### src/rtl/issue_if.sv
// Handshake and datapath signals between fetch, register file, writeback and the issue stage.
interface issue_if #(
   parameter int DATAWIDTH = 32
);
   logic                 in_valid_i;
   logic                 in_ready_o;
   logic [31:0]          instr_i;
   logic [DATAWIDTH-1:0] pc_i;
   logic [4:0]           rs1_addr_o;
   logic [4:0]           rs2_addr_o;
   logic [DATAWIDTH-1:0] rs1_data_i;
   logic [DATAWIDTH-1:0] rs2_data_i;
   logic                 ex_valid_o;
   logic                 ex_ready_i;
   logic [3:0]           opcode_o;
   logic [DATAWIDTH-1:0] a_o;
   logic [DATAWIDTH-1:0] b_o;
   logic [DATAWIDTH-1:0] cmp_a_o;
   logic [DATAWIDTH-1:0] cmp_b_o;
   logic [4:0]           rd_o;
   logic                 wb_en_o;
   logic                 wb_valid_i;
   logic [4:0]           wb_rd_i;
   logic                 flush_i;
   logic                 illegal_o;

   // master is the issue stage itself; slave is everything around it
   modport master (
      input  in_valid_i, instr_i, pc_i, rs1_data_i, rs2_data_i,
             ex_ready_i, wb_valid_i, wb_rd_i, flush_i,
      output in_ready_o, rs1_addr_o, rs2_addr_o, ex_valid_o, opcode_o,
             a_o, b_o, cmp_a_o, cmp_b_o, rd_o, wb_en_o, illegal_o
   );

   modport slave (
      output in_valid_i, instr_i, pc_i, rs1_data_i, rs2_data_i,
             ex_ready_i, wb_valid_i, wb_rd_i, flush_i,
      input  in_ready_o, rs1_addr_o, rs2_addr_o, ex_valid_o, opcode_o,
             a_o, b_o, cmp_a_o, cmp_b_o, rd_o, wb_en_o, illegal_o
   );
endinterface

### src/rtl/issue_stage.sv
// Decode/issue stage: operand selection, RAW scoreboard and a single-entry output register
// feeding the ALU.
module issue_stage #(
   parameter int DATAWIDTH = 32,
   parameter int NREGS     = 32
) (
   input logic      clk_i,
   input logic      rst_i,
   issue_if.master  bus
);

   localparam logic [3:0] OP_ADD = 4'h0;
   localparam logic [3:0] OP_SUB = 4'h1;
   localparam logic [3:0] OP_MUL = 4'h2;
   localparam logic [3:0] OP_DIV = 4'h3;
   localparam logic [3:0] OP_AND = 4'h4;
   localparam logic [3:0] OP_OR  = 4'h5;
   localparam logic [3:0] OP_XOR = 4'h6;
   localparam logic [3:0] OP_LW  = 4'h7;
   localparam logic [3:0] OP_SW  = 4'h8;
   localparam logic [3:0] OP_BEQ = 4'h9;
   localparam logic [3:0] OP_BGT = 4'hA;
   localparam logic [3:0] OP_BGE = 4'hB;
   localparam logic [3:0] OP_JMP = 4'hC;
   localparam logic [3:0] OP_LI  = 4'hD;

   function automatic logic signed [DATAWIDTH-1:0] sext13(input logic [12:0] v);
      return {{(DATAWIDTH-13){v[12]}}, v};
   endfunction

   logic [3:0]                  op_p0;
   logic [4:0]                  rd_p0, rs1_p0, rs2_p0;
   logic signed [DATAWIDTH-1:0] imm_p0;
   logic                        legal_p0, use1_p0, use2_p0, wb_p0;
   logic [DATAWIDTH-1:0]        a_p0, b_p0, ca_p0, cb_p0;
   logic                        haz1, haz2, hazard, in_ready, accept, handoff;

   logic                 vld_p1, illegal_p1, wb_p1;
   logic [3:0]           opcode_p1;
   logic [DATAWIDTH-1:0] a_p1, b_p1, ca_p1, cb_p1;
   logic [4:0]           rd_p1;
   logic [NREGS-1:0]     busy_q, busy_nxt;

   assign op_p0  = bus.instr_i[31:28];
   assign rd_p0  = bus.instr_i[27:23];
   assign rs1_p0 = bus.instr_i[22:18];
   assign rs2_p0 = bus.instr_i[17:13];
   assign imm_p0 = sext13(bus.instr_i[12:0]);

   assign bus.rs1_addr_o = rs1_p0;
   assign bus.rs2_addr_o = rs2_p0;

   always_comb begin
      legal_p0 = 1'b1;
      use1_p0  = 1'b0;
      use2_p0  = 1'b0;
      wb_p0    = 1'b0;
      a_p0     = '0;
      b_p0     = '0;
      ca_p0    = '0;
      cb_p0    = '0;
      case (op_p0)
         OP_ADD, OP_SUB, OP_MUL, OP_DIV, OP_AND, OP_OR, OP_XOR: begin
            a_p0 = bus.rs1_data_i; b_p0 = bus.rs2_data_i;
            use1_p0 = 1'b1; use2_p0 = 1'b1; wb_p0 = 1'b1;
         end
         OP_LW: begin
            a_p0 = bus.rs1_data_i; b_p0 = imm_p0;
            use1_p0 = 1'b1; wb_p0 = 1'b1;
         end
         OP_SW: begin
            a_p0 = bus.rs1_data_i; b_p0 = imm_p0; ca_p0 = bus.rs2_data_i;
            use1_p0 = 1'b1; use2_p0 = 1'b1;
         end
         OP_BEQ, OP_BGT, OP_BGE: begin
            a_p0 = bus.pc_i; b_p0 = imm_p0;
            ca_p0 = bus.rs1_data_i; cb_p0 = bus.rs2_data_i;
            use1_p0 = 1'b1; use2_p0 = 1'b1;
         end
         OP_JMP: begin
            a_p0 = bus.pc_i; b_p0 = imm_p0;
         end
         OP_LI: begin
            b_p0 = imm_p0; wb_p0 = 1'b1;
         end
         default: legal_p0 = 1'b0;
      endcase
      if (rd_p0 == 5'd0) wb_p0 = 1'b0;
   end

   // A source is blocked by the scoreboard or by the writer still sitting in the output register.
   assign haz1 = use1_p0 && (rs1_p0 != 5'd0) &&
                 (busy_q[rs1_p0] || (vld_p1 && wb_p1 && (rd_p1 == rs1_p0)));
   assign haz2 = use2_p0 && (rs2_p0 != 5'd0) &&
                 (busy_q[rs2_p0] || (vld_p1 && wb_p1 && (rd_p1 == rs2_p0)));
   assign hazard   = haz1 || haz2;
   assign in_ready = !hazard && (!vld_p1 || bus.ex_ready_i) && !bus.flush_i;
   assign accept   = bus.in_valid_i && in_ready;
   assign handoff  = vld_p1 && bus.ex_ready_i && !bus.flush_i;

   assign bus.in_ready_o = in_ready;

   // Stage p0 -> p1: output register toward execute
   always_ff @(posedge clk_i) begin
      if (rst_i) begin
         vld_p1     <= 1'b0;
         illegal_p1 <= 1'b0;
         wb_p1      <= 1'b0;
         opcode_p1  <= '0;
         a_p1       <= '0;
         b_p1       <= '0;
         ca_p1      <= '0;
         cb_p1      <= '0;
         rd_p1      <= '0;
      end else begin
         illegal_p1 <= accept && !legal_p0;
         if (bus.flush_i) begin
            vld_p1 <= 1'b0;
         end else if (accept) begin
            vld_p1 <= legal_p0;
            if (legal_p0) begin
               wb_p1     <= wb_p0;
               opcode_p1 <= op_p0;
               a_p1      <= a_p0;
               b_p1      <= b_p0;
               ca_p1     <= ca_p0;
               cb_p1     <= cb_p0;
               rd_p1     <= rd_p0;
            end
         end else if (bus.ex_ready_i) begin
            vld_p1 <= 1'b0;
         end
      end
   end

   // Scoreboard: a set from a handoff overrides a writeback clear of the same register.
   always_comb begin
      busy_nxt = busy_q;
      if (bus.wb_valid_i && (bus.wb_rd_i != 5'd0)) busy_nxt[bus.wb_rd_i] = 1'b0;
      if (handoff && wb_p1) busy_nxt[rd_p1] = 1'b1;
      busy_nxt[0] = 1'b0;
   end

   always_ff @(posedge clk_i) begin
      if (rst_i) busy_q <= '0;
      else       busy_q <= busy_nxt;
   end

   assign bus.ex_valid_o = vld_p1;
   assign bus.illegal_o  = illegal_p1;
   assign bus.opcode_o   = opcode_p1;
   assign bus.a_o        = a_p1;
   assign bus.b_o        = b_p1;
   assign bus.cmp_a_o    = ca_p1;
   assign bus.cmp_b_o    = cb_p1;
   assign bus.rd_o       = rd_p1;
   assign bus.wb_en_o    = wb_p1;

endmodule
### src/flat_wrapper.sv
// flat-port wrapper written by rule: the top's interface ports become plain ports
module issue_stage_flat 
#(
   parameter int DATAWIDTH = 32,
   parameter int NREGS     = 32
)
  (clk_i, rst_i, bus_in_valid_i, bus_instr_i, bus_pc_i, bus_rs1_data_i, bus_rs2_data_i, bus_ex_ready_i, bus_wb_valid_i, bus_wb_rd_i, bus_flush_i, bus_in_ready_o, bus_rs1_addr_o, bus_rs2_addr_o, bus_ex_valid_o, bus_opcode_o, bus_a_o, bus_b_o, bus_cmp_a_o, bus_cmp_b_o, bus_rd_o, bus_wb_en_o, bus_illegal_o);
  issue_if #(.DATAWIDTH(DATAWIDTH)) bus_i ();
  input logic clk_i;
  input logic rst_i;
  input wire logic [$bits(bus_i.in_valid_i)-1:0] bus_in_valid_i;
  input wire logic [$bits(bus_i.instr_i)-1:0] bus_instr_i;
  input wire logic [$bits(bus_i.pc_i)-1:0] bus_pc_i;
  input wire logic [$bits(bus_i.rs1_data_i)-1:0] bus_rs1_data_i;
  input wire logic [$bits(bus_i.rs2_data_i)-1:0] bus_rs2_data_i;
  input wire logic [$bits(bus_i.ex_ready_i)-1:0] bus_ex_ready_i;
  input wire logic [$bits(bus_i.wb_valid_i)-1:0] bus_wb_valid_i;
  input wire logic [$bits(bus_i.wb_rd_i)-1:0] bus_wb_rd_i;
  input wire logic [$bits(bus_i.flush_i)-1:0] bus_flush_i;
  output wire logic [$bits(bus_i.in_ready_o)-1:0] bus_in_ready_o;
  output wire logic [$bits(bus_i.rs1_addr_o)-1:0] bus_rs1_addr_o;
  output wire logic [$bits(bus_i.rs2_addr_o)-1:0] bus_rs2_addr_o;
  output wire logic [$bits(bus_i.ex_valid_o)-1:0] bus_ex_valid_o;
  output wire logic [$bits(bus_i.opcode_o)-1:0] bus_opcode_o;
  output wire logic [$bits(bus_i.a_o)-1:0] bus_a_o;
  output wire logic [$bits(bus_i.b_o)-1:0] bus_b_o;
  output wire logic [$bits(bus_i.cmp_a_o)-1:0] bus_cmp_a_o;
  output wire logic [$bits(bus_i.cmp_b_o)-1:0] bus_cmp_b_o;
  output wire logic [$bits(bus_i.rd_o)-1:0] bus_rd_o;
  output wire logic [$bits(bus_i.wb_en_o)-1:0] bus_wb_en_o;
  output wire logic [$bits(bus_i.illegal_o)-1:0] bus_illegal_o;
  assign bus_i.in_valid_i = bus_in_valid_i;
  assign bus_i.instr_i = bus_instr_i;
  assign bus_i.pc_i = bus_pc_i;
  assign bus_i.rs1_data_i = bus_rs1_data_i;
  assign bus_i.rs2_data_i = bus_rs2_data_i;
  assign bus_i.ex_ready_i = bus_ex_ready_i;
  assign bus_i.wb_valid_i = bus_wb_valid_i;
  assign bus_i.wb_rd_i = bus_wb_rd_i;
  assign bus_i.flush_i = bus_flush_i;
  assign bus_in_ready_o = bus_i.in_ready_o;
  assign bus_rs1_addr_o = bus_i.rs1_addr_o;
  assign bus_rs2_addr_o = bus_i.rs2_addr_o;
  assign bus_ex_valid_o = bus_i.ex_valid_o;
  assign bus_opcode_o = bus_i.opcode_o;
  assign bus_a_o = bus_i.a_o;
  assign bus_b_o = bus_i.b_o;
  assign bus_cmp_a_o = bus_i.cmp_a_o;
  assign bus_cmp_b_o = bus_i.cmp_b_o;
  assign bus_rd_o = bus_i.rd_o;
  assign bus_wb_en_o = bus_i.wb_en_o;
  assign bus_illegal_o = bus_i.illegal_o;
  issue_stage #(.DATAWIDTH(DATAWIDTH), .NREGS(NREGS)) u_core (.clk_i(clk_i), .rst_i(rst_i), .bus(bus_i));
endmodule
### config.mk
export PLATFORM = sky130hd
export DESIGN_NAME = issue_stage_flat
export DESIGN_NICKNAME = d
export VERILOG_FILES = /design/src/rtl/issue_if.sv /design/src/rtl/issue_stage.sv /design/src/flat_wrapper.sv
export SDC_FILE = /design/constraint.sdc
export NUM_CORES = 1
export LEC_CHECK = 0
export ABC_CLOCK_PERIOD_IN_PS = 3200
export BUFFER_PORTS_ARGS = -buffer_cell sky130_fd_sc_hd__buf_2
export CORE_ASPECT_RATIO = 1.75
export CORE_UTILIZATION = 40
export CTS_BUF_LIST = sky130_fd_sc_hd__clkbuf_8 sky130_fd_sc_hd__clkbuf_16
export DETAILED_ROUTE_END_ITERATION = 7
export PLACE_DENSITY_LB_ADDON = 0.05
export SLEW_MARGIN = 20
export SYNTH_ARGS = -nofsm -noshare
export SYNTH_HDL_FRONTEND = slang
export SYNTH_SLANG_ARGS = --single-unit
### constraint.sdc
create_clock -name clk_i -period 3.2 [get_ports clk_i]
set_input_delay 0.8 -clock clk_i [delete_from_list [all_inputs] [get_ports clk_i]]
set_output_delay 0.8 -clock clk_i [all_outputs]
set_load 0.03 [all_outputs]
; Yosys cells after proc, flatten, opt, wreduce, memory -nomap -nowiden
; Index checks and enable logic that the tools add are counted.
[word_totals]
ff_bits = 172
in_bits = 139
output_inout_bits = 151
elab_cells = 99
[op_classes]
n_lt_le_gt_ge = 6
eq_ne = 15
n_mux = 21
n_bitwise = 4
n_reduce_logical = 42
[ops]
columns = operator, n
row1 = 32-bit case mux with 2 select lines, 3
row2 = 32-bit two-way mux, 3
row3 = 32-bit bitwise AND, 1
row4 = 32-bit NOT, 1
row5 = 32-bit OR, 1
row6 = "4-bit equality test, second input constant", 6
row7 = "5-bit by 6-bit less-than comparator with 1-bit output, second input constant", 4
row8 = 9-bit OR reduction, 2
row9 = 1-bit logical AND, 17
row10 = "4-bit by 3-bit equality test with 1-bit output, second input constant", 4
row11 = 5-bit nonzero test, 3
row12 = 14-bit OR reduction, 1
row13 = 7-bit OR reduction, 2
row14 = 12-bit OR reduction, 1
row15 = 1-bit two-way mux, 11
row16 = 11-bit OR reduction, 1
row17 = 1-bit binary-select mux with 5-bit select, 2
row18 = 1-bit demux with 5-bit select, 2
row19 = 5-bit equality test, 2
row20 = "5-bit by 1-bit >= comparator with 1-bit output, second input constant", 2
row21 = "4-bit by 2-bit equality test with 1-bit output, second input constant", 2
row22 = 5-bit logical NOT, 1
row23 = "4-bit by 1-bit equality test with 1-bit output, second input constant", 1
row24 = 1-bit logical NOT, 4
row25 = 8 further kinds, 11

; Logic depth before layout (Yosys ltp)
[depth]
depth_word = 11
depth_mapped = 11
depth_no_buf = 7

; Worst setup path after synthesis
; No wires, ideal clock.
[synth_path]
path_kind = input to output
start = input bus_instr_i[15]
end = output bus_in_ready_o
t_arrival_ns = 2.444
required_ns = 2.400
path_slack_ns = -0.044
cell_stages = 7
path_buffers = 1
path_cell_list = clkbuf_1 mux4_2 mux2i_1 nor2_1 nor4_2 or2_2 and3_1
[synth_between]
elab_chain_len = 8
elab_cells_between_ends = 12
[synth_lines]
columns = element, line
row1 = "start, declared", flat_wrapper.sv:12  ; input wire logic [$bits(bus_i.instr_i)-1:0] bus_instr_i;
row2 = 1-bit binary-select mux with 5-bit select / 5-bit equality test (equally long branches), issue_stage.sv:95  ; (busy_q[rs2_p0] || (vld_p1 && wb_p1 && (rd_p1 == rs2_p0)));
row3 = 1-bit two-way mux (implied by the code) / 1-bit logical AND (equally long branches), issue_stage.sv:95
row4 = 1-bit logical OR, issue_stage.sv:95
row5 = 1-bit logical AND *, issue_stage.sv:94  ; assign haz2 = use2_p0 && (rs2_p0 != 5'd0) &&
row6 = 1-bit logical OR *, issue_stage.sv:96  ; assign hazard = haz1 || haz2;
row7 = 1-bit logical NOT *, issue_stage.sv:97  ; assign in_ready = !hazard && (!vld_p1 || bus.ex_ready_i) && !bus.flush_i;
row8 = 1-bit logical AND * (2 in series), issue_stage.sv:97
row9 = "end, declared", flat_wrapper.sv:20  ; output wire logic [$bits(bus_i.in_ready_o)-1:0] bus_in_ready_o;
; Every way passes the cells marked *; elsewhere a longest branch is shown, timed or not. The select of a mux whose other input is x is not followed.

; Worst setup path after layout
[layout_path]
start = input bus_instr_i[18]
end = output bus_in_ready_o
[layout_between]
elab_chain_len = 8
elab_cells_between_ends = 12
[layout_lines]
columns = element, line
row1 = 1-bit binary-select mux with 5-bit select / 5-bit equality test (equally long branches), issue_stage.sv:93  ; (busy_q[rs1_p0] || (vld_p1 && wb_p1 && (rd_p1 == rs1_p0)));
row2 = 1-bit two-way mux (implied by the code) / 1-bit logical AND (equally long branches), issue_stage.sv:93
row3 = 1-bit logical OR, issue_stage.sv:93
row4 = 1-bit logical AND *, issue_stage.sv:92  ; assign haz1 = use1_p0 && (rs1_p0 != 5'd0) &&
row5 = 1-bit logical OR *, issue_stage.sv:96
row6 = 1-bit logical NOT *, issue_stage.sv:97
row7 = 1-bit logical AND * (2 in series), issue_stage.sv:97
; Marks and branches as above.

==> key figures <==
Status
  – Status: complete, but fails checks
  – Failing checks: setup timing

Timing
  – Final hold viol count: 0
  – Final Setup Violations: 1
  – Max-slew violations: 0
  – Unrepaired setup endpoints after global routing: yes
  – Setup TNS Final: -0.0118 ns
  – Fin crit share: 1.00
  – Max frequency: 311 MHz
  – Fin crit period: 3.21 ns
  – Worst rel slew slack: 0.438
  – Clk_skew: 0.00687 ns
  – Setup slack after layout: -0.0118 ns
  – Tightest Pin Transition: 0.841 ns

Setup path
  – Worst Setup End Kind: output port
  – Worst Path Arrival: between 2 and 2.5 ns
  – Crit path launch type: primary input
  – Setup CP Type: in -> out
  – Crit path max fanout: 10
  – Worst EP required: roughly 2.4 ns

Placed design
  – Routability cong.: 0.928
  – Post-Place Cells: 1376
  – Dpl ws: -0.294 ns
  – Dpl hpwl: around 23000 um
  – IO buf count: between 200 and 300

Yosys
  – Post-synthesis cell area: 8150 sq um
  – Synth top area share: 0.420
  – Post-synth EDFFs: 0
  – Post-Syn Nets: between 1000 and 1500
  – Synth cell types: 46
  – Top-count cell post-synth: dfxtp_1
  – Seq/Total Area, Yosys: 0.420
  – Synthesized area per cell: 9.05 sq um
  – Post-Syn Instances: 901
  – #FFs+latches synth: 171
  – Commonest cells post-synth: dfxtp_1, a21oi_1, a211oi_1, clkbuf_1, a22oi_1
  – Async SR Flop Fraction: 0
  – Area contributors post-synth: dfxtp_1, a21oi_1, a211oi_1
  – Largest area contributor in the netlist: dfxtp_1
  – YS warnings: 0
  – Most used DFF post-synth: dfxtp_1

Floorplanning
  – Initial core utilization: 0.411
  – FP Rows: 68
  – Die Span X: 110 um
  – Die height: 191 um
  – Die area: 21000 sq um
  – Io pins: 290
  – Area of the core: a little under 20000 sq um

Pwr
  – Pwr/cell area: about 500 nW/um^2
  – Clk pwr share: 0.373
  – VDD IR max: approximately 0.00044 V
  – Total Power: 0.00535 W
  – Pleak: 4.97 nW
  – Switch Pwr: approximately 0.0016 W
  – Power Internal: approximately 0.0037 W
  – Logic pwr share: 0.202
  – Switching share of power: 0.303
  – Sequential fraction of design power: 0.425

Final layout
  – Post-layout util: 0.545
  – Non-Filler Instances: about 1400
  – Area grow syn2layout: 32.4%
  – Final nets: 1305
  – Share of layout cells above drive strength 1: 0.367
  – Fill cells: 1938

Drt
  – 1st-iter DRT viols: ~600
  – M1 wire length: 12000 um
  – DRC Markers: 0
  – Routed vias: 8643
  – Routed WL per cell: 23.2 um
  – Routed Antenna Nets: 0
  – Initial DRT Pass Iterations: 6
  – Uppermost layer routed: met4
  – Post-Route WL: ~33000 um
  – Routed wl met3: 2160 um
  – DR vias/cell: slightly above 6
  – Wire length on met2: between 15000 and 20000 um

Global routing
  – Largest net degree at the start of global routing: 137
  – Vias in the first global route: 8222
  – Total grt overflow: 0
  – Tot GR Track Use: 0.307
  – First-pass GRT wire length: 47700 um
  – Initial antenna violation count: 3

Min path
  – Hold Crit Class: reg -> reg

Clocking
  – Clk slew on worst S/H paths: around 0.060 ns
  – Clk sinks: approximately 170
  – Number of CTS-inserted buffers: 17
  – Clock tree buffer depth: 2
  – H-tree levels: 4
  – Clk_lat worst skew: around 0.44 ns
  – Post-CTS Hold Fix Bufs: 0
  – CTS tree: yes
  – CTS root buf: clkbuf_16

Run
  – Max_cap viols: 0
power by group through the flow:
| stage | Sequential [W] | Clock [W] | Combinational, W |
|---|---|---|---|
| 3_3_place_gp | 0.00232 | 0 | 0.00103 |
| 5_1_grt | 0.00229 | 0.00210 | 0.00116 |
| 4_1_cts | 0.00228 | 0.00203 | 0.00105 |
| 3_5_place_dp | 0.00232 | 0 | 0.00103 |
| 6_report | 0.00228 | 0.00199 | 0.00108 |
| 2_1_floorplan | 0.00250 | 0 | 0.000448 |
worst max-delay path: stages:
cell and delay (ns):
buf_6 0.14, mux4_2 0.50, and3_1 0.19, a31oi_1 0.13, nand4_1 0.18, nand3_4 0.13, and3_4 0.20, buf_6 0.13
metal layers:
metal / GRT usage / vias to the layer above
li1: - / 4012
met5: 0 / -
met2: 0.531 / 383
met4: 0.199 / 0
met1: 0.327 / 4133
met3: 0.0673 / 115
sequential cells by signal, summed over array words and instances, names as in the netlist:
| name | cells |
|---|---|
| u_core.bus.a_o | 32 |
| u_core.bus.b_o | 32 |
| u_core.bus.cmp_a_o | 32 |
| u_core.bus.cmp_b_o | 32 |
| u_core.busy_q | 31 |
| u_core.bus.rd_o | 5 |
| u_core.bus.opcode_o | 4 |
| u_core.bus.ex_valid_o | 1 |
| u_core.bus.illegal_o | 1 |
| u_core.bus.wb_en_o | 1 |
stage by stage:
| step | cell area (sq um) | hold WS, ns |
|---|---|---|
| floorplan | 8160 | 0.457 |
| global placement | 9930 | 0.464 |
| detailed placement | 9930 | 0.469 |
| CTS | 10600 | 0.480 |
| global route | 10800 | 0.526 |
| finish | 10800 | 0.478 |
area by class of cell:
| type | instances | area [sq um] | area share |
|---|---|---|---|
| inverter | 5 | 18.8 | 0.00174 |
| antenna | 3 | 7.51 | 0.000695 |
| timing repair buffer | 361 | 2190 | 0.203 |
| clock buffer | 21 | 480 | 0.0445 |
| tap | 245 | 307 | 0.0284 |
| clock inverter | 8 | 71.3 | 0.00661 |
| multi-input combinational | 610 | 4300 | 0.398 |
| sequential | 171 | 3420 | 0.317 |
what timing repair did:
item,CTS,global route
buffers inserted,7,6
gates resized for setup,16,14
cloned,0,3
setup endpoints to repair,1,118
pin swaps,4,13
cells by family after synthesis:
kind of cell | share of synthesized area
multiplexers | 0.0448
flip-flops | 0.420
AND/OR/NAND/NOR | 0.0838
buffers and inverters | 0.0689
AO/OA/AOI/OAI | 0.372
XOR/XNOR | 0.0107
final timing paths:
| kind | from | to | slack (ns) | depth (start not counted) |
|---|---|---|---|---|
| worst max-delay path | bus_instr_i[18] | bus_in_ready_o | -0.01 | 8 |
| worst min-delay path | u_core.bus.opcode_o[0]$_SDFFE_PP0P_ | u_core.bus.opcode_o[0]$_SDFFE_PP0P_ | 0.48 | 2 |
| worst max register to register | u_core.bus.rd_o[0]$_SDFFE_PP0P_ | u_core.bus.cmp_a_o[5]$_SDFFE_PP0P_ | 0.17 | 17 |
| worst min register to register | u_core.bus.opcode_o[0]$_SDFFE_PP0P_ | u_core.bus.opcode_o[0]$_SDFFE_PP0P_ | 0.48 | 2 |
layout by cell type (no fill, tap or decap), types with 9 or more instances in the layout:
cell type,n
a41o_1,32
and3_1,16
o21ai_0,41
buf_2,284
buf_12,9
o211a_1,32
nand2_1,41
mux4_2,14
a22oi_1,66
clkbuf_16,20
a21oi_1,168
a211oi_1,89
buf_4,57
dfxtp_1,171
nor2_1,9
nand3_1,14
No activity file was read; power rests on OpenSTA's default activity.
